<file path="config.mk">
export PLATFORM = sky130hd
export DESIGN_NAME = irq_pending_ctrl
export DESIGN_NICKNAME = d
export VERILOG_FILES = /design/src/rtl/irq_pending_ctrl.sv
export SDC_FILE = /design/constraint.sdc
export NUM_CORES = 1
export LEC_CHECK = 0
export ABC_AREA = 1
export CELL_PAD_IN_SITES_DETAIL_PLACEMENT = 0
export CELL_PAD_IN_SITES_GLOBAL_PLACEMENT = 1
export CORE_ASPECT_RATIO = 1.1
export CORE_UTILIZATION = 30
export DETAILED_ROUTE_END_ITERATION = 10
export GPL_TIMING_DRIVEN = 0
export PLACE_DENSITY_LB_ADDON = 0.1
export REMOVE_ABC_BUFFERS = 1
export SYNTH_ARGS = -nofsm -noshare
export SYNTH_HDL_FRONTEND = slang
export SYNTH_SLANG_ARGS = --single-unit
</file>
<file path="constraint.sdc">
create_clock -name clk -period 2.8 [get_ports clk]
set_clock_uncertainty 0.2 [all_clocks]
set_input_delay 0.56 -clock clk [delete_from_list [all_inputs] [get_ports clk]]
set_output_delay 0.56 -clock clk [all_outputs]
set_load 0.01 [all_outputs]
</file>
<file path="src/rtl/irq_pending_ctrl.sv">
// irq_pending_ctrl: synchronises 8 interrupt request lines, holds them as pending, masks
// them toward an external 8:3 priority encoder and offers the encoder's result to a consumer
// through a valid/ack handshake.
//
// Build option: define IRQ_EDGE_EN for edge mode. In edge mode a rising request sets a
// pending bit that the consumer's ack clears. With the macro undefined (default), the
// design runs in level mode: pending is the synchronised line itself, and the source ends
// service by dropping its line.
module irq_pending_ctrl #(
   parameter int unsigned NUM_IRQ  = 8,
   parameter int unsigned ID_W     = 3,
   parameter int unsigned SYNC_STG = 2
) (
   input  logic               clk,
   input  logic               rst_n,
   input  logic [NUM_IRQ-1:0] irq_in,
   input  logic [NUM_IRQ-1:0] irq_mask,
   output logic [NUM_IRQ-1:0] pend_vec,
   input  logic [ID_W-1:0]    enc_id,
   output logic               irq_valid,
   output logic [ID_W-1:0]    irq_id,
   input  logic               irq_ack,
   output logic [NUM_IRQ-1:0] pend_raw
);

   typedef enum logic [1:0] {StIdle, StLatch, StValid} state_t;

   state_t                           state_q;
   logic [SYNC_STG-1:0][NUM_IRQ-1:0] sync_q;
   logic [NUM_IRQ-1:0]               s_q;
   logic [NUM_IRQ-1:0]               pend;
   logic                             ack_fire;

   // Synchroniser chain, one SYNC_STG-deep chain per request line
   always_ff @(posedge clk or negedge rst_n) begin
      if (!rst_n) begin
         sync_q <= '0;
      end else begin
         sync_q[0] <= irq_in;
         for (int k = 1; k < int'(SYNC_STG); k++) begin
            sync_q[k] <= sync_q[k-1];
         end
      end
   end

   assign s_q      = sync_q[SYNC_STG-1];
   assign ack_fire = (state_q == StValid) && irq_ack;

`ifdef IRQ_EDGE_EN
   logic [NUM_IRQ-1:0] s_d_q;
   logic [NUM_IRQ-1:0] rise;
   logic [NUM_IRQ-1:0] clr;
   logic [NUM_IRQ-1:0] pend_q;

   // Edge-delay copy of the synchronised lines; cleared at reset so a line already high
   // at reset release produces one rise
   always_ff @(posedge clk or negedge rst_n) begin
      if (!rst_n) begin
         s_d_q <= '0;
      end else begin
         s_d_q <= s_q;
      end
   end

   // Rise detect and the one-hot clear of the serviced bit
   always_comb begin
      rise = s_q & ~s_d_q;
      clr  = '0;
      if (ack_fire) begin
         clr[irq_id] = 1'b1;
      end
   end

   // Pending register: a same-edge rise wins over the ack clear
   always_ff @(posedge clk or negedge rst_n) begin
      if (!rst_n) begin
         pend_q <= '0;
      end else begin
         pend_q <= (pend_q & ~clr) | rise;
      end
   end

   assign pend = pend_q;
`else
   // Level mode: pending is the synchronised line, so the ack has no clearing effect
   assign pend = s_q;
`endif

   assign pend_raw = pend;
   assign pend_vec = pend & irq_mask;

   // Offer FSM with registered valid/id; LATCH gives the encoder one cycle to settle
   // and the offer is never retracted once made
   always_ff @(posedge clk or negedge rst_n) begin
      if (!rst_n) begin
         state_q   <= StIdle;
         irq_valid <= 1'b0;
         irq_id    <= '0;
      end else begin
         case (state_q)
            StIdle: begin
               if (|pend_vec) begin
                  state_q <= StLatch;
               end
            end
            StLatch: begin
               if (|pend_vec) begin
                  irq_id    <= enc_id;
                  irq_valid <= 1'b1;
                  state_q   <= StValid;
               end else begin
                  state_q <= StIdle;
               end
            end
            StValid: begin
               if (ack_fire) begin
                  irq_valid <= 1'b0;
                  state_q   <= StIdle;
               end
            end
            default: begin
               irq_valid <= 1'b0;
               state_q   <= StIdle;
            end
         endcase
      end
   end

endmodule

</file>
==> summary.md <==
### Pwr
- 0.000607 uW — leakage power
- 17.1% — part of the power in the clock network
- 226 uW — Net Sw Power
- 31.2% — relative contribution of combinational cells to total power
- 555 uW — Power Internal
- 396 uV — maximum vdd drop
- 51.7% — part of the total power dissipated in sequential elements
- 639 nW/um^2 — PD cells
- 29.0% — fraction of power spent switching nets

### Drt
- 0 — count of antenna-violating nets left after detailed routing
- 3 — total iterations of the first detailed-routing run
- 689 um — Met2 Wirelength
- 587 — routed via count
- 575 um — Met1 Routed Length
- 0 — number of DRC violations after detailed routing
- 9.66 um — detail-routed net length per standard cell
- 95 um — met3 WL
- met4 — Max Used Layer
- 3 — number of design-rule violations left by the first detailed-router iteration
- 4.10 — average via count per standard cell
- 1380 um — final wirelength

### Clock network
- 2 — clk buf depth
- clkbuf_4 — clock root buffer master
- 3 — total clock buffers created by CTS
- 1 — total number of H-tree levels
- done — TritonCTS clock tree
- 22 — # clock sinks
- 0 — count of hold buffers inserted by post-cts repair
- 0.11 ns — clock-pin slew on the worst setup and hold paths
- 0.29 ns — clock latency reported for the late side of the worst-skew pair
- 0 — buffer count from post-CTS setup fixing
- 0 — cts repair resizes

### STA
- 0.960 ns — actual slew at the worst max-slew pin
- 0 — max-slew violation count
- 0.377 ns — slack of the critical path
- 86.5% — post-route clock period utilization
- 35.8% — normalized max-slew margin
- 413 MHz — Max Fclk
- 0 — Finish-stage setup viols
- 2.42 ns — final critical delay including setup and external delays
- 0.160 ns — Post-Route Hold Slack
- 0 ns — final-layout setup total negative slack
- 0 — Fin. Hold Viols
- false — setup repair after global routing missed its margin

### Floorplanning
- 2920 sq um — area of the die
- 42 — Boundary Pins
- 19 — Placement Rows
- 56.6 um — vertical die dimension
- 51.6 um — Die Span X
- 2540 sq um — Core Region
- 31.9% — initial core utilization

### Logic synthesis
- 10.7 sq um — syn avg cell area
- 76 — cell count after synthesis
- 67.8% — post-synthesis sequential area ratio
- 22 — post-synthesis sequential element count
- 11 — number of library cell types mapped by synthesis
- 812 sq um — post-synthesis instance area
- 0 — Syn. warnings

### Status
- completed — run status

### Critical path
- 2 — largest fanout on the critical path
- primary input — type of origin of the critical path
- output pin — Crit. End Element
- 1.66 ns — Arr. time, crit path
- 2.04 ns — required time of the critical path
- primary input to output pin — startpoint-to-endpoint class of the critical path

### Finish
- clkdlybuf4s50_1 (41), nand2_1 (24), dfrtp_1 (22) — commonest cells after routing, fill and taps aside
- 1220 sq um — post-route cell area
- clkdlybuf4s50_1 — leading cell type in the layout, fill and taps excluded
- 136 — nets@finish
- 248 — Filler cells
- 50.7% — relative area change from synthesis to final layout
- 0 — number of antenna cells inserted
- 7.14% — share of final-layout standard cells stronger than drive strength 1
- 48.1% — utilization after layout

### Global route
- 10.6% — GRT Overall Usage
- 0 — residual overflow from global routing
- 2220 um — wire length of the first global-routing pass
- 0 — number of antenna violations at the first check in global routing
- 542 — number of global-route vias before repair
- 23 — largest net degree at the start of global routing

### Placement
- 0.368 ns — worst slack, placed
- 41 — number of I/O port buffers
- 1200 sq um — placed standard-cell area
- 0.685 — final weighted congestion in routability-driven placement
- 1080 um — final HPWL from detailed placement

### Run
- 0 — reported max-cap violation count

### Min path
- register to register — type of the worst min-delay path

==> stage by stage <==
step | total power (uW) | cells
after CTS | 798 | 143
after global placement | 658 | 140
after floorplan | 526 | 68
after detailed placement | 660 | 140
after global routing | 838 | 143
final | 782 | 143
==> cell families after synthesis <==
kind of cell / after synthesis / share of synthesized area (%)
simple gates: 33 / 18.5
compound gates: 2 / 1.23
flops: 22 / 67.8
buf+inv: 19 / 12.5
==> area by class of cell <==
| class | count | area, sq um | share of cell area, % |
|---|---|---|---|
| sequential | 22 | 551 | 45.0 |
| timing repair buffer | 41 | 410 | 33.5 |
| multi-input combinational | 35 | 160 | 13.1 |
| inverter | 11 | 41.3 | 3.37 |
| tap | 31 | 38.8 | 3.17 |
| clock buffer | 3 | 22.5 | 1.84 |
==> cell usage after synthesis <==
master	n	share of area (%)
nand2_1	24	11
dfrtp_1	22	68
inv_1	11	5.1
buf_4	8	7.4
nand3_1	3	1.8
nor2_2	2	1.5
o21ai_0	2	1.2
nand2_2	1	0.77
nand2_4	1	1.4
nor2_1	1	0.46
nor2_4	1	1.4
==> worst max-delay path: stages <==
cell,delay (ns)
clkdlybuf4s50_1,0.46
nand2_1,0.07
inv_1,0.06
clkdlybuf4s50_1,0.52
==> power groups by stage <==
stage | Clock [uW] | Sequential [uW] | Combinational (uW)
3_3_place_gp | 0 | 411 | 247
4_1_cts | 143 | 405 | 250
6_report | 134 | 404 | 244
2_1_floorplan | 0 | 424 | 101
3_5_place_dp | 0 | 411 | 248
5_1_grt | 156 | 411 | 272
==> per-layer routing <==
layer,global-route usage (%),vias up
met5,0,-
met4,6.95,0
met3,2.44,2
met2,16.9,21
met1,12.6,274
li1,-,290
==> flip-flops by register name, summed over array words and instances, names as in the netlist <==
signal and flops:
sync_q 8, state_q 2, pend_raw 8, irq_id 3, irq_valid 1
==> path summary, 6_finish.rpt <==
kind | startpoint | endpoint | slack [ns] | depth (start not counted)
worst min register to register | sync_q[4]$_DFF_PN0_ | pend_raw[4]$_DFF_PN0_ | 0.16 | 0
worst max-delay path | irq_mask[5] | pend_vec[5] | 0.38 | 4
min in group asynchronous | rst_n | sync_q[4]$_DFF_PN0_ | 0.59 | 1
worst max register to register | pend_raw[3]$_DFF_PN0_ | state_q[1]$_DFFE_PN0P_ | 1.52 | 6
max in group asynchronous | rst_n | irq_valid$_DFFE_PN0P_ | 1.23 | 1
worst min-delay path | sync_q[4]$_DFF_PN0_ | pend_raw[4]$_DFF_PN0_ | 0.16 | 0
Note: power is estimated with default switching activity, not from simulation.
